<file path="src/rtl/sha256_msg_feeder_if.sv">
// Host-side message word handshake into sha256_msg_feeder.
//   start_in      : 1-cycle pulse that opens a new message
//   data_in       : big-endian message word (byte0 = [31:24])
//   valid_in      : data_in valid
//   last_in       : data_in is the final message word
//   last_bytes_in : valid bytes in the last word (00=4, 01=1, 10=2, 11=3)
//   ready_out     : feeder accepts data_in this cycle
interface sha256_msg_feeder_if #(
    parameter int unsigned DATA_WIDTH = 32
);
    logic                  start_in;
    logic [DATA_WIDTH-1:0] data_in;
    logic                  valid_in;
    logic                  last_in;
    logic [1:0]            last_bytes_in;
    logic                  ready_out;

    modport master (
        output start_in, data_in, valid_in, last_in, last_bytes_in,
        input  ready_out
    );

    modport slave (
        input  start_in, data_in, valid_in, last_in, last_bytes_in,
        output ready_out
    );
endinterface

</file>
<file path="src/rtl/sha256_msg_feeder.sv">
// SHA-256 message feeder: accepts host words, applies padding (0x80, zeros,
// 64-bit bit length) and drives the phase/count/word bus into the expander
// (16 LOAD beats then 64 EXPAND beats per 512-bit block).
//   clk, rst_n      : clock, asynchronous active-low reset
//   host            : word handshake (slave side)
//   fsm_out         : 000 IDLE, 010 LOAD, 011 EXPAND
//   count_out       : word index 0..15 in LOAD, beat 0..63 in EXPAND
//   data_out        : word for count_out in LOAD, else 0
//   first_block_out : high through the first block of a message
//   block_done_out  : pulse after EXPAND beat 63 of every block
//   msg_done_out    : pulse after EXPAND beat 63 of the final block
module sha256_msg_feeder #(
    parameter int unsigned DATA_WIDTH = 32,
    parameter int unsigned LEN_WIDTH  = 64
) (
    input  logic                  clk,
    input  logic                  rst_n,
    sha256_msg_feeder_if.slave    host,
    output logic [2:0]            fsm_out,
    output logic [6:0]            count_out,
    output logic [DATA_WIDTH-1:0] data_out,
    output logic                  first_block_out,
    output logic                  block_done_out,
    output logic                  msg_done_out
);
    localparam int unsigned DW = DATA_WIDTH;
    localparam logic [2:0]  PH_IDLE   = 3'b000;
    localparam logic [2:0]  PH_LOAD   = 3'b010;
    localparam logic [2:0]  PH_EXPAND = 3'b011;

    typedef enum logic [1:0] {S_IDLE, S_LOAD, S_PAD, S_EXPAND} state_e;

    state_e                 state_q, state_d;
    logic [3:0]             idx_q, idx_d;        // next LOAD/PAD word index
    logic [6:0]             exp_q, exp_d;        // EXPAND beat counter, 64 = exit
    logic [LEN_WIDTH-1:0]   len_q, len_d;
    logic                   marker_q, marker_d;  // 0x80 marker still to be emitted
    logic                   final_q, final_d;    // current block carries the length
    logic                   msg_end_q, msg_end_d;
    logic                   first_q, first_d;
    logic                   ready_q, ready_d;
    logic [2:0]             fsm_q, fsm_d;
    logic [6:0]             cnt_q, cnt_d;
    logic [DW-1:0]          data_q, data_d;
    logic                   bdone_q, bdone_d;
    logic                   mdone_q, mdone_d;

    logic                   accept;
    logic [DW-1:0]          last_word;
    logic [LEN_WIDTH-1:0]   len_add;
    logic [4:0]             marker_pos;
    logic [63:0]            len64;

    // Word generated during padding: marker first, length in words 14/15 of the final block.
    function automatic logic [31:0] pad_word(input logic [3:0] i, input logic mk,
                                             input logic fin, input logic [63:0] len);
        if (mk)                    return 32'h8000_0000;
        else if (fin && i == 4'd14) return len[63:32];
        else if (fin && i == 4'd15) return len[31:0];
        else                       return 32'h0;
    endfunction

    assign accept = host.valid_in & ready_q;
    assign len64  = 64'(len_q);

    // Final partial word: keep n valid bytes, place 0x80 in byte n.
    always_comb begin
        last_word = host.data_in;
        case (host.last_bytes_in)
            2'b01:   last_word = {host.data_in[31:24], 8'h80, 16'h0000};
            2'b10:   last_word = {host.data_in[31:16], 8'h80, 8'h00};
            2'b11:   last_word = {host.data_in[31:8], 8'h80};
            default: last_word = host.data_in;
        endcase
    end

    assign len_add    = (host.last_in && host.last_bytes_in != 2'b00)
                        ? LEN_WIDTH'({host.last_bytes_in, 3'b000}) : LEN_WIDTH'(32);
    assign marker_pos = {1'b0, idx_q} + ((host.last_bytes_in == 2'b00) ? 5'd1 : 5'd0);

    // Next-state and next-output logic.
    always_comb begin
        state_d   = state_q;
        idx_d     = idx_q;
        exp_d     = exp_q;
        len_d     = len_q;
        marker_d  = marker_q;
        final_d   = final_q;
        msg_end_d = msg_end_q;
        first_d   = first_q;
        fsm_d     = fsm_q;
        cnt_d     = cnt_q;
        data_d    = '0;
        bdone_d   = 1'b0;
        mdone_d   = 1'b0;

        case (state_q)
            S_IDLE: begin
                if (host.start_in) begin
                    state_d   = S_LOAD;
                    idx_d     = 4'd0;
                    exp_d     = 7'd0;
                    len_d     = '0;
                    marker_d  = 1'b0;
                    final_d   = 1'b0;
                    msg_end_d = 1'b0;
                    first_d   = 1'b1;
                    fsm_d     = PH_LOAD;
                    cnt_d     = 7'd0;
                end
            end
            S_LOAD: begin
                fsm_d = PH_LOAD;
                if (accept) begin
                    data_d = host.last_in ? last_word : host.data_in;
                    cnt_d  = 7'(idx_q);
                    len_d  = len_q + len_add;
                    idx_d  = idx_q + 4'd1;
                    if (host.last_in) begin
                        msg_end_d = 1'b1;
                        marker_d  = (host.last_bytes_in == 2'b00);
                        final_d   = (marker_pos <= 5'd13);
                        state_d   = (idx_q == 4'd15) ? S_EXPAND : S_PAD;
                    end else if (idx_q == 4'd15) begin
                        state_d = S_EXPAND;
                    end
                end
            end
            S_PAD: begin
                fsm_d    = PH_LOAD;
                data_d   = pad_word(idx_q, marker_q, final_q, len64);
                cnt_d    = 7'(idx_q);
                marker_d = 1'b0;
                idx_d    = idx_q + 4'd1;
                if (idx_q == 4'd15) state_d = S_EXPAND;
            end
            S_EXPAND: begin
                if (exp_q == 7'd64) begin
                    // Exit cycle: done pulses, and the extra pad block emits word 0 here.
                    bdone_d = 1'b1;
                    first_d = 1'b0;
                    exp_d   = 7'd0;
                    cnt_d   = 7'd0;
                    idx_d   = 4'd0;
                    if (final_q) begin
                        mdone_d = 1'b1;
                        fsm_d   = PH_IDLE;
                        state_d = S_IDLE;
                    end else if (msg_end_q) begin
                        fsm_d    = PH_LOAD;
                        data_d   = pad_word(4'd0, marker_q, 1'b1, len64);
                        marker_d = 1'b0;
                        final_d  = 1'b1;
                        idx_d    = 4'd1;
                        state_d  = S_PAD;
                    end else begin
                        fsm_d   = PH_LOAD;
                        state_d = S_LOAD;
                    end
                end else begin
                    fsm_d = PH_EXPAND;
                    cnt_d = exp_q;
                    exp_d = exp_q + 7'd1;
                end
            end
            default: state_d = S_IDLE;
        endcase

        ready_d = (state_d == S_LOAD);
    end

    always_ff @(posedge clk or negedge rst_n) begin
        if (!rst_n) begin
            state_q   <= S_IDLE;
            idx_q     <= '0;
            exp_q     <= '0;
            len_q     <= '0;
            marker_q  <= 1'b0;
            final_q   <= 1'b0;
            msg_end_q <= 1'b0;
            first_q   <= 1'b0;
            ready_q   <= 1'b0;
            fsm_q     <= PH_IDLE;
            cnt_q     <= '0;
            data_q    <= '0;
            bdone_q   <= 1'b0;
            mdone_q   <= 1'b0;
        end else begin
            state_q   <= state_d;
            idx_q     <= idx_d;
            exp_q     <= exp_d;
            len_q     <= len_d;
            marker_q  <= marker_d;
            final_q   <= final_d;
            msg_end_q <= msg_end_d;
            first_q   <= first_d;
            ready_q   <= ready_d;
            fsm_q     <= fsm_d;
            cnt_q     <= cnt_d;
            data_q    <= data_d;
            bdone_q   <= bdone_d;
            mdone_q   <= mdone_d;
        end
    end

    assign host.ready_out  = ready_q;
    assign fsm_out         = fsm_q;
    assign count_out       = cnt_q;
    assign data_out        = data_q;
    assign first_block_out = first_q;
    assign block_done_out  = bdone_q;
    assign msg_done_out    = mdone_q;
endmodule

</file>
<file path="src/flat_wrapper.sv">
// flat-port wrapper written by rule: the top's interface ports become plain ports
module sha256_msg_feeder_flat 
#(
    parameter int unsigned DATA_WIDTH = 32,
    parameter int unsigned LEN_WIDTH  = 64
)
  (clk, rst_n, fsm_out, count_out, data_out, first_block_out, block_done_out, msg_done_out, host_start_in, host_data_in, host_valid_in, host_last_in, host_last_bytes_in, host_ready_out);
  sha256_msg_feeder_if #(.DATA_WIDTH(DATA_WIDTH)) host_i ();
  input  logic clk;
  input  logic rst_n;
  output logic [2:0] fsm_out;
  output logic [6:0] count_out;
  output logic [DATA_WIDTH-1:0] data_out;
  output logic first_block_out;
  output logic block_done_out;
  output logic msg_done_out;
  input wire logic [$bits(host_i.start_in)-1:0] host_start_in;
  input wire logic [$bits(host_i.data_in)-1:0] host_data_in;
  input wire logic [$bits(host_i.valid_in)-1:0] host_valid_in;
  input wire logic [$bits(host_i.last_in)-1:0] host_last_in;
  input wire logic [$bits(host_i.last_bytes_in)-1:0] host_last_bytes_in;
  output wire logic [$bits(host_i.ready_out)-1:0] host_ready_out;
  assign host_i.start_in = host_start_in;
  assign host_i.data_in = host_data_in;
  assign host_i.valid_in = host_valid_in;
  assign host_i.last_in = host_last_in;
  assign host_i.last_bytes_in = host_last_bytes_in;
  assign host_ready_out = host_i.ready_out;
  sha256_msg_feeder #(.DATA_WIDTH(DATA_WIDTH), .LEN_WIDTH(LEN_WIDTH)) u_core (.clk(clk), .rst_n(rst_n), .host(host_i), .fsm_out(fsm_out), .count_out(count_out), .data_out(data_out), .first_block_out(first_block_out), .block_done_out(block_done_out), .msg_done_out(msg_done_out));
endmodule
</file>
<file path="config.mk">
export PLATFORM = sky130hd
export DESIGN_NAME = sha256_msg_feeder_flat
export DESIGN_NICKNAME = d
export VERILOG_FILES = /design/src/rtl/sha256_msg_feeder_if.sv /design/src/rtl/sha256_msg_feeder.sv /design/src/flat_wrapper.sv
export SDC_FILE = /design/constraint.sdc
export NUM_CORES = 1
export LEC_CHECK = 0
export ABC_AREA = 1
export CAP_MARGIN = 20
export CELL_PAD_IN_SITES_DETAIL_PLACEMENT = 0
export CELL_PAD_IN_SITES_GLOBAL_PLACEMENT = 1
export CORE_MARGIN = 2
export CORE_UTILIZATION = 46
export CTS_BUF_LIST = sky130_fd_sc_hd__clkbuf_8
export DETAILED_ROUTE_END_ITERATION = 10
export GPL_ROUTABILITY_DRIVEN = 0
export GPL_TIMING_DRIVEN = 0
export PLACE_DENSITY = 0.95
export REMOVE_ABC_BUFFERS = 1
export SLEW_MARGIN = 10
export SYNTH_ARGS = -nofsm -noshare
export SYNTH_HDL_FRONTEND = slang
export SYNTH_SLANG_ARGS = --single-unit
</file>
<file path="constraint.sdc">
create_clock -name clk -period 3.1 [get_ports clk]
set_input_delay 0.93 -clock clk [delete_from_list [all_inputs] [get_ports clk]]
set_output_delay 0.93 -clock clk [all_outputs]
set_load 0.01 [all_outputs]
</file>
==> impl_metrics.env, run 1 <==
export IMPL_synth_area_um2=7440
export IMPL_cp_max_fo=5
export IMPL_die_x_um=131
export IMPL_synth_cells=1034
export IMPL_via_per_inst=5.38
export IMPL_cp_end_kind="flip-flop"
export IMPL_cts_tree="yes"
export IMPL_layout_cells_non_filler=1341
export IMPL_drtIter0Drc=672
export IMPL_synth_seq_cells=122
export IMPL_path_common_cell="nand2_1"
export IMPL_fin_crit_ns=2.93
export IMPL_worstPathRequired_ns=3.49
export IMPL_track_usage_pct=26.1
export IMPL_holdWs_ns=0.415
export IMPL_fin_worst_skew_ns=0.0121
export IMPL_setup_violations=0
export IMPL_synth_area_leader_cell="dfrtp_1"
export IMPL_fmaxAchievable_mhz=342
export IMPL_slowest_stage="clkdlybuf4s50_1"
export IMPL_placed_cells=1309
export IMPL_highest_layer="met4"
export IMPL_finalPower_mw=5.33
export IMPL_wl_met3_um=1270
export IMPL_cts_htree_levels=4
export IMPL_cts_sinks=122
export IMPL_antenna_cells=0
export IMPL_wl_per_cell_um=16.3
export IMPL_worstMarginPinSlew_ns=0.900
export IMPL_ant_nets=0
export IMPL_synth_edf_count=0
export IMPL_post_dp_hpwl_um=16200
export IMPL_worst_ep_arrival_time_ns=3.32
export IMPL_finalHoldViolCount=0
export IMPL_grt_pass1_vias=6845
export IMPL_synth_area_leaders="dfrtp_1 41%, nand2_1 13%, inv_1 6.6%"
export IMPL_die_h_um=131
export IMPL_clockBufferDepth=2
export IMPL_rsz0062_at_grt="no"
export IMPL_routed_wl_um=21800
export IMPL_clk_latency_ns=0.47
export IMPL_postCtsHoldBufs=0
export IMPL_crit_path_start_kind="input port"
export IMPL_overflow=0
export IMPL_io_buffers=83
export IMPL_clkTransAtPathRegs_ns=0.08
export IMPL_rows=46
export IMPL_via_count=7208
export IMPL_leakage_nw=3.95
export IMPL_avgSynthCellArea_um2=7.20
export IMPL_met1Wirelength_um=9930
export IMPL_outcome="finished, final reports clean"
export IMPL_setup_tns_ns=0
export IMPL_drive_above_1_share_pct=8.09
export IMPL_drc=0
export IMPL_netlist_area_leader_share_pct=41.0
export IMPL_numCtsBuffers=17
export IMPL_ys_warn_count=0
export IMPL_grt_antenna_before_repair=0
export IMPL_slowest_delay_ns=0.55
export IMPL_synth_common_cells="259 x nand2_1, 131 x inv_1, 131 x nor2_1"
export IMPL_p_per_area_nw_per_um2=595
export IMPL_cts_setup_buffers=0
export IMPL_die_area_um2=17200
export IMPL_dr_wl_met2_um=10000
export IMPL_start_util_pct=47.0
export IMPL_fin_nets=1166
export IMPL_syn_to_final_growth_pct=20.3
export IMPL_ios=85
export IMPL_grt_pass1_wl_um=35600
export IMPL_cap_violations=0
export IMPL_slew_viol_final=0
export IMPL_period_share_pct=94.4
export IMPL_grt_max_degree=65
export IMPL_async_flop_share_pct=100
export IMPL_maxSlewHeadroom_pct=39.9
export IMPL_fill_cells=1506
export IMPL_path_class="input port to flip-flop"
export IMPL_cp_top_family="simple AND/OR/NAND/NOR gates"
export IMPL_coreArea_um2=15800
export IMPL_min_path_type="input port to asynchronous set/reset pin"
export IMPL_path_buf_inv=2
export IMPL_ys_seq_area_share_pct=41.0
export IMPL_clockRootBuffer="clkbuf_8"
export IMPL_path_cells="clkdlybuf4s50_1 > nand2_1 > inv_1 > ha_1 > fa_1 > nand3_1 > nand2_2 > nand2_1 > nor2_4 > nand2_1 > nor2_2 > nand3_2 > nand2_1 > nand2_1 > nor2_1"
export IMPL_fin_util_pct=56.6
export IMPL_synth_cell_types=46
export IMPL_yosysMostFrequentCell="nand2_1"
export IMPL_ir_drop_uv=314
export IMPL_ys_flop_type="dfrtp_1"
export IMPL_first_pass_iters=5
==> power breakdown <==
group,switching [mW],internal [mW],total (mW)
registers,0.133,1.74,1.88
logic,1.20,0.574,1.77
clock network,0.688,0.993,1.68
==> per-layer routing <==
metal  up-vias  track usage, %
li1       3505               -
met1      3430            35.1
met2       231            42.0
met3        42            5.32
met4         0            9.60
met5         -               0
==> cell usage in the layout (no fill, tap or decap), types with 3 or more instances in the layout <==
cell type | synthesis | final
clkdlybuf4s50_1 | 0 | 81
o211ai_1 | 29 | 29
inv_1 | 131 | 132
a21oi_1 | 69 | 69
nor3_1 | 20 | 19
nor2_4 | 8 | 11
nand4_1 | 18 | 18
o21ai_1 | 22 | 22
inv_2 | 8 | 9
nand3_1 | 69 | 67
dfrtp_1 | 122 | 122
nand2_2 | 8 | 9
and2_1 | 3 | 3
o21a_1 | 6 | 6
nor2_1 | 131 | 128
nor2_2 | 12 | 12
bufinv_16 | 0 | 5
clkbuf_8 | 0 | 19
nand2_1 | 259 | 258
o22ai_1 | 3 | 3
nand3_2 | 1 | 3
clkinvlp_4 | 0 | 3
ha_1 | 14 | 13
o21ai_0 | 46 | 46
==> flip-flops by register name, summed over array words and instances (netlist names) <==
register                cells
u_core.msg_end_q            1
u_core.data_out            32
u_core.host.ready_out       1
u_core.msg_done_out         1
u_core.state_q              2
u_core.len64               61
u_core.count_out            7
u_core.exp_q                7
u_core.final_q              1
u_core.first_block_out      1
u_core.marker_q             1
u_core.fsm_out              2
u_core.idx_q                4
u_core.block_done_out       1
==> final cells by class <==
type	count	area [um2]	area share, %
Clock buffer	19	262	2.92
Clock inverter	13	199	2.22
Inverter	139	522	5.83
Multi-Input combinational cell	745	3740	41.8
Sequential cell	122	3050	34.1
Tap cell	216	270	3.02
Timing Repair Buffer	87	906	10.1
==> through the flow <==
stage / area (um2) / setup WS [ns]
5_1_grt: 8950 / 0.00647
3_5_place_dp: 8460 / -0.503
3_3_place_gp: 8370 / -3.83
2_1_floorplan: 7270 / -0.364
6_report: 8950 / 0.174
4_1_cts: 8920 / 0.0662
==> logic make-up after synthesis <==
logic type / after synthesis / share of synthesized area [%]
and+or+nand+nor: 544 / 32.9
xor gates and xnor gates: 1 / 0.118
other: 1 / 0.0504
adders and majority gates: 15 / 2.62
muxes: 1 / 0.135
AOI/OAI and AO/OA: 183 / 13.9
buffers and inverters: 167 / 9.27
DFF: 122 / 41.0
==> what timing repair did <==
item / CTS / global route
pin swaps: 0 / 0
endpoints found under the setup margin: 2 / 13
hold endpoints to repair: 0 / 0
gates resized for setup: 1 / 7
==> final timing paths <==
path,startpoint,cells after the start,to,slack (ns)
max,host_last_bytes_in[0],15,u_core.len64[63]$_DFFE_PN0P_,0.17
min,rst_n,1,u_core.count_out[4]$_DFFE_PN0P_,0.41
max reg2reg,u_core.state_q[1]$_DFF_PN0_,8,u_core.data_out[15]$_DFF_PN0_,0.23
min reg2reg,u_core.count_out[6]$_DFFE_PN0P_,2,u_core.count_out[6]$_DFFE_PN0P_,0.48
max in group asynchronous,rst_n,2,u_core.len64[42]$_DFFE_PN0P_,1.94
min in group clk,u_core.count_out[6]$_DFFE_PN0P_,2,u_core.count_out[6]$_DFFE_PN0P_,0.48
Power figures use the tool's default switching activity.
==> run 2: changes to the inputs <==
- ABC_AREA: 1 -> not set
- CORE_UTILIZATION: 46 -> 47
- PLACE_DENSITY: 0.95 -> 0.94
- RECOVER_POWER: not set -> 50
- SETUP_SLACK_MARGIN: not set -> 0.1
==> impl_metrics.env, run 2 <==
export IMPL_cp_top_family="simple AND/OR/NAND/NOR gates"
export IMPL_fin_util_pct=61.5
export IMPL_overflow=0
export IMPL_fin_nets=838
export IMPL_drc=0
export IMPL_setup_tns_ns=0
export IMPL_largest_register_ffs=61
export IMPL_grt_pass1_vias=5616
export IMPL_yosysMostFrequentCell="dfrtp_1"
export IMPL_reg2reg_from="u_core.state_q[1]$_DFF_PN0_"
export IMPL_final_area_um2=8180
export IMPL_post_dp_cell_area_um2=7460
export IMPL_io_buffers=83
export IMPL_combPwrFrac_pct=31.0
export IMPL_fin_crit_ns=2.98
export IMPL_coreArea_um2=13300
export IMPL_finalPower_mw=4.88
export IMPL_netlist_area_leader_share_pct=47.4
export IMPL_clkPwrFrac_pct=31.6
export IMPL_worst_ep_arrival_time_ns=3.34
export IMPL_die_h_um=121
export IMPL_numCtsBuffers=17
export IMPL_drtIter0Drc=635
export IMPL_swShare_pct=35.7
export IMPL_avgSynthCellArea_um2=9.31
export IMPL_path_cells="inv_2 > ha_4 > buf_12 > mux2i_4 > or4_4 > or4b_4 > or4_1 > a21oi_1"
export IMPL_syn_to_final_growth_pct=27.0
export IMPL_layout_cells_non_filler=973
export IMPL_routed_wl_um=17700
export IMPL_wl_per_cell_um=18.2
export IMPL_ys_warn_count=0
export IMPL_cp_max_fo=15
export IMPL_cts_sinks=122
export IMPL_die_x_um=121
export IMPL_period_share_pct=96.2
export IMPL_drive_above_1_share_pct=11.4
export IMPL_ys_seq_area_share_pct=47.4
export IMPL_synth_cells=692
export IMPL_rsz0062_at_grt="yes"
export IMPL_track_usage_pct=24.3
export IMPL_slowest_delay_ns=0.59
export IMPL_crit_path_start_kind="flip-flop"
export IMPL_met1Wirelength_um=7700
export IMPL_slew_viol_final=34
export IMPL_setup_violations=0
export IMPL_p_seq_share_pct=37.4
export IMPL_final_cell_mix="121 x dfrtp_1, 77 x clkdlybuf4s50_1, 75 x nor2_1, 46 x nand2_1, 44 x a21oi_1"
export IMPL_clockBufferDepth=2
export IMPL_grt_pass1_wl_um=28100
export IMPL_via_per_inst=6.16
export IMPL_synth_area_leader_cell="dfrtp_1"
export IMPL_via_count=5996
export IMPL_start_util_pct=48.5
export IMPL_p_int_mw=3.14
export IMPL_async_flop_share_pct=100
export IMPL_grt_max_degree=91
export IMPL_synth_edf_count=0
export IMPL_ant_nets=0
export IMPL_postCtsHoldBufs=0
export IMPL_worstPathRequired_ns=3.46
export IMPL_antenna_cells=0
export IMPL_fin_worst_skew_ns=0.00757
export IMPL_hold_start="u_core.count_out[0]$_DFFE_PN0P_"
export IMPL_clockRootBuffer="clkbuf_8"
export IMPL_clk_latency_ns=0.45
export IMPL_post_dp_hpwl_um=11600
export IMPL_finalHoldViolCount=0
export IMPL_violations="max-capacitance violations, max-slew violations"
export IMPL_path_buf_inv=2
export IMPL_maxSlewHeadroom_pct=-12.9
export IMPL_ir_drop_uv=298
export IMPL_outcome="finished with violations"
export IMPL_min_path_type="flip-flop to flip-flop"
export IMPL_placed_cells=918
export IMPL_cp_startpoint="u_core.state_q[1]$_DFF_PN0_"
export IMPL_p_sw_mw=1.75
export IMPL_first_pass_iters=5
export IMPL_wl_met3_um=1210
export IMPL_fmaxAchievable_mhz=335
export IMPL_grt_antenna_before_repair=0
export IMPL_dr_wl_met2_um=8410
export IMPL_die_area_um2=14700
export IMPL_worstMarginPinSlew_ns=1.69
export IMPL_cp_end_kind="flip-flop"
export IMPL_cts_htree_levels=4
export IMPL_highest_layer="met4"
export IMPL_synth_area_um2=6440
export IMPL_cap_violations=1
export IMPL_rows=42
export IMPL_leakage_nw=3.35
export IMPL_ys_flop_type="dfrtp_1"
export IMPL_path_class="flip-flop to flip-flop"
export IMPL_cts_tree="yes"
export IMPL_synth_area_leaders="dfrtp_1 47%, nor2_1 4.4%, a22o_1 4.3%"
export IMPL_synth_common_cells="122 x dfrtp_1, 76 x nor2_1, 48 x nand2_1"
export IMPL_ios=85
export IMPL_layout_commonest_cell="dfrtp_1"
export IMPL_slowest_stage="or4b_4"
export IMPL_fill_cells=1097
export IMPL_clkTransAtPathRegs_ns=0.07
export IMPL_synth_seq_cells=122
export IMPL_synth_cell_types=54
export IMPL_p_per_area_nw_per_um2=597
[run 2: final cells by class]
class | instances | area (um2) | area share (%)
repair buffers | 109 | 1070 | 13.1
clock inverters | 14 | 179 | 2.19
flip-flops and latches | 122 | 3050 | 37.3
multi-input cells | 511 | 3310 | 40.5
clock buffers | 18 | 248 | 3.03
well taps | 176 | 220 | 2.69
inverters | 23 | 91.3 | 1.12
[run 2: power groups by stage]
stage | clock [mW] | combinational, mW | sequential, mW
2_1_floorplan | 0 | 0.787 | 1.83
3_3_place_gp | 0 | 1.21 | 1.84
3_5_place_dp | 0 | 1.31 | 1.85
4_1_cts | 1.57 | 1.39 | 1.83
5_1_grt | 1.62 | 1.63 | 1.84
6_report | 1.54 | 1.51 | 1.83
[run 2: worst paths after layout]
| kind | end | slack [ns] | depth (start not counted) |
|---|---|---|---|
| setup / recovery | u_core.len64[51]$_DFFE_PN0P_ | 0.12 | 8 |
| min in group asynchronous | u_core.state_q[1]$_DFF_PN0_ | 0.92 | 1 |
| max in group asynchronous | u_core.data_out[9]$_DFF_PN0_ | 0.63 | 2 |
| hold reg to reg | u_core.count_out[0]$_DFFE_PN0P_ | 0.48 | 2 |
| setup reg to reg | u_core.len64[51]$_DFFE_PN0P_ | 0.12 | 8 |
| hold / removal | u_core.count_out[0]$_DFFE_PN0P_ | 0.48 | 2 |
[run 2: per-layer routing]
metal / vias up / GRT usage (%)
li1: 2762 / -
met1: 2949 / 33.5
met2: 254 / 38.1
met3: 31 / 4.51
met4: 0 / 9.23
met5: - / 0
[run 2: worst reg2reg max path: stages (launching register included)]
cell	delay, ns
dfrtp_1	0.42
inv_2	0.10
ha_4	0.18
buf_12	0.15
mux2i_4	0.22
or4_4	0.58
or4b_4	0.59
or4_1	0.52
a21oi_1	0.13
[run 2: timing repair]
item                       in CTS  in global routing
buffers inserted               14                  6
pin swaps                       8                  4
resized for setup              50                  6
gates cloned                    1                  1
setup endpoints to repair      56                 19
[run 2: logic make-up (layout without fill, tap and decap cells)]
family	count (synthesis)	after routing	synth area share [%]
flip-flops	122	122	47.4
multiplexers	3	3	0.466
adder cells (fa/ha/maj)	15	15	3.03
AND/OR/NAND/NOR	273	274	21.6
buffers and inverters	60	164	3.59
XOR/XNOR	24	24	3.26
AO/OA/AOI/OAI	194	194	20.6
other	1	1	0.0582
[run 2: metrics by stage]
step,hold WS [ns],setup slack [ns]
floorplan,0.469,-0.559
global placement,0.455,-3.65
detailed placement,0.474,-1.58
CTS,0.350,0.103
global route,0.511,0.0710
finish,0.483,0.119
